<file path="config.mk">
export PLATFORM = sky130hd
export DESIGN_NAME = count_arbiter
export DESIGN_NICKNAME = d
export VERILOG_FILES = /design/src/rtl/count_arbiter.sv
export SDC_FILE = /design/constraint.sdc
export NUM_CORES = 1
export LEC_CHECK = 0
export ABC_AREA = 1
export CAP_MARGIN = 40
export CORE_AREA = 3 3 73 75
export CTS_CLUSTER_SIZE = 40
export DETAILED_ROUTE_END_ITERATION = 7
export DIE_AREA = 0 0 76 78
export SLEW_MARGIN = 20
export SYNTH_ARGS = -nofsm -noshare
export SYNTH_HDL_FRONTEND = slang
export SYNTH_SLANG_ARGS = --single-unit
export TNS_END_PERCENT = 1
</file>
<file path="constraint.sdc">
create_clock -name clk -period 1.59 [get_ports clk]
set_clock_uncertainty 0.05 [all_clocks]
set_input_delay 0.2385 -clock clk [delete_from_list [all_inputs] [get_ports clk]]
set_output_delay 0.2385 -clock clk [all_outputs]
set_load 0.05 [all_outputs]
</file>
<file path="src/rtl/count_arbiter.sv">
// Round-robin sharing of one up-counter: the granted requester counts 0..term,
// then gets a one-cycle done pulse and the counter is released.
module count_arbiter #(
  parameter int unsigned NUM_REQ = 4,
  parameter int unsigned CNT_W   = 4
) (
  input  logic                     clk,
  input  logic                     reset,
  input  logic [NUM_REQ-1:0]       req,
  input  logic [NUM_REQ*CNT_W-1:0] term_cnt,
  input  logic                     pause,
  output logic [NUM_REQ-1:0]       gnt,
  output logic                     busy,
  output logic [CNT_W-1:0]         cnt_val,
  output logic                     cnt_en,
  output logic [NUM_REQ-1:0]       done
);

  localparam int unsigned IDX_W = (NUM_REQ > 1) ? $clog2(NUM_REQ) : 1;

  typedef enum logic [1:0] {IDLE, COUNT, DONE} state_t;

  state_t             state, state_n;
  logic [IDX_W-1:0]   ptr, ptr_n;
  logic [IDX_W-1:0]   owner, owner_n;
  logic [IDX_W-1:0]   pick;
  logic               found;
  logic [CNT_W-1:0]   term_q, term_n;
  logic [CNT_W-1:0]   cnt_n;
  logic [NUM_REQ-1:0] gnt_n, done_n;

  // First requester at or after ptr, wrapping around.
  always_comb begin
    found = 1'b0;
    pick  = '0;
    for (int unsigned k = 0; k < NUM_REQ; k++) begin
      if (!found && req[(32'(ptr) + k) % NUM_REQ]) begin
        found = 1'b1;
        pick  = IDX_W'((32'(ptr) + k) % NUM_REQ);
      end
    end
  end

  always_comb begin
    state_n = state;
    ptr_n   = ptr;
    owner_n = owner;
    term_n  = term_q;
    cnt_n   = cnt_val;
    gnt_n   = gnt;
    done_n  = '0;
    cnt_en  = 1'b0;
    case (state)
      IDLE: begin
        if (found) begin
          state_n = COUNT;
          owner_n = pick;
          ptr_n   = (pick == IDX_W'(NUM_REQ - 1)) ? '0 : pick + 1'b1;
          gnt_n   = NUM_REQ'(1) << pick;
          cnt_n   = '0;
          term_n  = term_cnt[32'(pick)*CNT_W +: CNT_W];
        end
      end
      COUNT: begin
        if (!pause) begin
          cnt_en = 1'b1;
          // Abort outranks the terminal check.
          if (!req[owner]) begin
            state_n = IDLE;
            gnt_n   = '0;
            cnt_n   = '0;
          end else if (cnt_val == term_q) begin
            state_n = DONE;
            done_n  = gnt;
            gnt_n   = '0;
            cnt_n   = '0;
          end else begin
            cnt_n = cnt_val + 1'b1;
          end
        end
      end
      DONE: begin
        state_n = IDLE;
      end
      default: begin
        state_n = IDLE;
        gnt_n   = '0;
        cnt_n   = '0;
      end
    endcase
  end

  always_ff @(posedge clk) begin
    if (reset) begin
      state   <= IDLE;
      ptr     <= '0;
      owner   <= '0;
      term_q  <= '0;
      cnt_val <= '0;
      gnt     <= '0;
      done    <= '0;
    end else begin
      state   <= state_n;
      ptr     <= ptr_n;
      owner   <= owner_n;
      term_q  <= term_n;
      cnt_val <= cnt_n;
      gnt     <= gnt_n;
      done    <= done_n;
    end
  end

  assign busy = (state != IDLE);

endmodule

</file>
==> impl_metrics.yaml, run 1 <==
final_layout:
  n_antenna_cell: 0
  finish.utilization: 0.484
  final_area_sq_um: 2290
  layout_common_cells: "62 x nand2_1, 36 x buf_4, 19 x nand3_1"
  final_common_cell: "nand2_1"
  nets: 313
  drive_gt1_frac: 0.368
  fill_cells: 487
  area_growth_pct: 63.1
power_and_ir_drop:
  p_leak_nw: 1.10
  p_per_area_nw_per_um2: 2090
  max-vdd-ir-drop_uv: 1040
critical_path:
  critPathSlowestCell: "dfxtp_4"
  cp-start-kind: "flop"
  cp.arrival_ns: 1.90
  rr_endpoint: "term_q[3]$_SDFFE_PP0P_"
  crit_type: "flop to flop"
  worstRegToRegCells: 15
  r2r_slack_ns: -0.19
  crit_path_max_incr_delay_ns: 0.42
  crit_path_cell_trace: "buf_6, nand2_1, nand2_1, nand2_2, nand2_4, nor2_1, nor2_2, nand2_4, buf_6, nand3_1, nand2_1, nand2_1, nand3_2, nand2_1, inv_1"
  crit_start: "ptr[0]$_SDFFE_PP0P_"
  reg2reg_from: "ptr[0]$_SDFFE_PP0P_"
  crit_path_end_kind: "flop"
  crit_required_ns: 1.71
  critPathMostFrequentCell: "nand2_1"
  crit_path_end: "term_q[3]$_SDFFE_PP0P_"
  cp_max_fo: 6
die:
  start_util: 0.297
  die-width_microns: 76
  core_sq_um: 4720
  die_h_microns: 78
  rows: 25
  die_area_sq_um: 5930
  top_level_ports: 37
placement:
  gp_congestion: 0.834
  numPortBuffers: 36
  hpwlAfterDp_microns: 2860
  post_dp_cell_area_sq_um: 2000
clock_tree:
  root_buffer: "clkbuf_8"
  cts_buffers: 3
  clockBufferDepth: 2
  cts_sinks: 22
  cts_tree: "yes"
  path_clk_slew_ns: 0.09
  cts_hold_buf: 0
  clkLatencyLatePin_ns: 0.26
  h-tree-depth: 1
drt:
  routedWlPerCell_microns: 11.1
  wl_microns: 3960
  drt_pass1_iterations: 4
  drc_errors: 0
  via_count: 1560
  drtIter0Drc: 48
  detail-route-antenna-nets: 0
  vias_per_cell: 4.39
timing:
  rsz0062_at_grt: "true"
  tightest_slew_ns: 0.356
  tns_ns: -2.62
  min_period_ns: 1.78
  maxSlewHeadroom: 0.762
  finalCritPeriodShare: 1.12
  setup_viol: 18
  fin_ws_ns: -0.194
  drv_slew: 0
  max_freq_mhz: 561
  hold_violations: 0
grt:
  grtUsageTotal: 0.131
  grt_pass1_wl_microns: 6530
  antenna_found_initial: 0
  grt-ovfl-total: 0
  first_global_vias: 1447
  grt_max_degree: 16
logic_synthesis:
  ys_seq_area_frac: 0.314
  synth_ff_type: "dfxtp_1"
  synthDistinctLibCells: 27
  synth_edf_count: 0
  ys_ff_latch: 22
  syn-cell-area_sq_um: 1400
  avgSynthCellArea_sq_um: 6.28
  async_reset_ff_frac: 0
  yosys.area.top_type_share: 0.314
  syn_nets: 247
  ys_top_cells_by_area: "dfxtp_1 31%, nand2_1 20%, nand3_1 8.6%, nor2_1 5.9%, inv_1 5.1%"
  ys.warnings.count: 0
  yosysTopAreaCell: "dfxtp_1"
  postSynthCellCount: 223
run:
  maxCapViolCount: 0
run_status:
  status: "finished with violations"
  violations: "setup timing"
worst_hold_path:
  holdCritPathClass: "flop to flop"
## where the power goes
group / leakage, nW / internal, mW / switching (mW)
clock: 0.0357 / 0.336 / 0.190
sequential: 0.183 / 0.705 / 0.142
combinational: 0.883 / 1.40 / 2.01
## worst min-delay path by stage
stage / cells past startpoint / slack, ns / start / endpoint
after CTS: 2 / 0.42 / gnt[1]$_SDFFE_PP0P_ / done[1]$_SDFF_PP0_
final: 2 / 0.41 / gnt[1]$_SDFFE_PP0P_ / done[1]$_SDFF_PP0_
after detailed placement: 2 / 0.40 / gnt[1]$_SDFFE_PP0P_ / done[1]$_SDFF_PP0_
after floorplan: 4 / 0.40 / term_cnt[12] / term_q[0]$_SDFFE_PP0P_
after global placement: 2 / 0.40 / gnt[2]$_SDFFE_PP0P_ / done[2]$_SDFF_PP0_
after global routing: 2 / 0.45 / gnt[1]$_SDFFE_PP0P_ / done[1]$_SDFF_PP0_
## critical path, delay by kind of cell, from the launching register on
kind,cells,cell delay [ns]
buffers and inverters,3,0.29
DFF,1,0.42
and+or+nand+nor,12,0.94
## area by class of cell
cell class	count	area (sq um)	share of cell area
inverter	27	113	0.0493
tap	67	83.8	0.0367
clock buffer	3	41.3	0.0181
multi-input combinational	171	988	0.432
timing repair buffer	64	578	0.253
sequential	22	452	0.198
clock inverter	1	30.0	0.0131
## kinds of logic after synthesis
group	Yosys count	synth area share
adder cells (fa/ha/maj)	1	0.00893
AO/OA/AOI/OAI	24	0.0920
XOR/XNOR	5	0.0312
flip-flops	22	0.314
AND/OR/NAND/NOR	140	0.454
buffers and inverters	31	0.100
## stage by stage
| stage | setup WS (ns) | total power [mW] | instances | hold WS [ns] |
|---|---|---|---|---|
| after floorplan | -0.0341 | 2.72 | 223 | 0.396 |
| after global placement | -0.476 | 3.59 | 348 | 0.401 |
| after detailed placement | -0.484 | 3.62 | 348 | 0.401 |
| after CTS | -0.180 | 4.51 | 353 | 0.415 |
| after global routing | -0.334 | 5.20 | 355 | 0.449 |
| final | -0.194 | 4.78 | 355 | 0.410 |
## synth_stat cells, types with 2 or more instances
master and number:
nor2_1 22, dfxtp_1 22, nand2_1 74, nand3_2 2
o21ai_1 7, o211ai_1 2, inv_1 19, nand3_1 24
o21ai_0 2, inv_2 7, a21oi_1 11, nor2_4 2
buf_6 3, nor2_2 4, xor2_1 5, nand2_4 2
nand2_2 5
## state kept, by name (all words and copies together) (netlist names)
register  flops
cnt_val       4
done          4
gnt           4
owner         2
ptr           2
state         2
term_q        4
## per-layer routing
layer / vias up / track usage / wire, microns
li1: 846 / - / -
met1: 684 / 0.182 / 1850
met2: 28 / 0.218 / 1940
met3: 2 / 0.0174 / 134
met4: 0 / 0.0272 / 29
met5: - / 0 / 0
## repair_timing
item | CTS | global route
resized for setup | 29 | 25
pin swaps | 6 | 7
setup buffers | 0 | 2
gates cloned | 1 | 0
endpoints found under the setup margin | 23 | 23
Power figures use the tool's default switching activity.
==> inputs of run 2 (changes only) <==
Settings changed: CTS_CLUSTER_SIZE 40 to default.
==> results of run 2 <==
No change in the layout: final DEF, timing and power equal those of run 1.
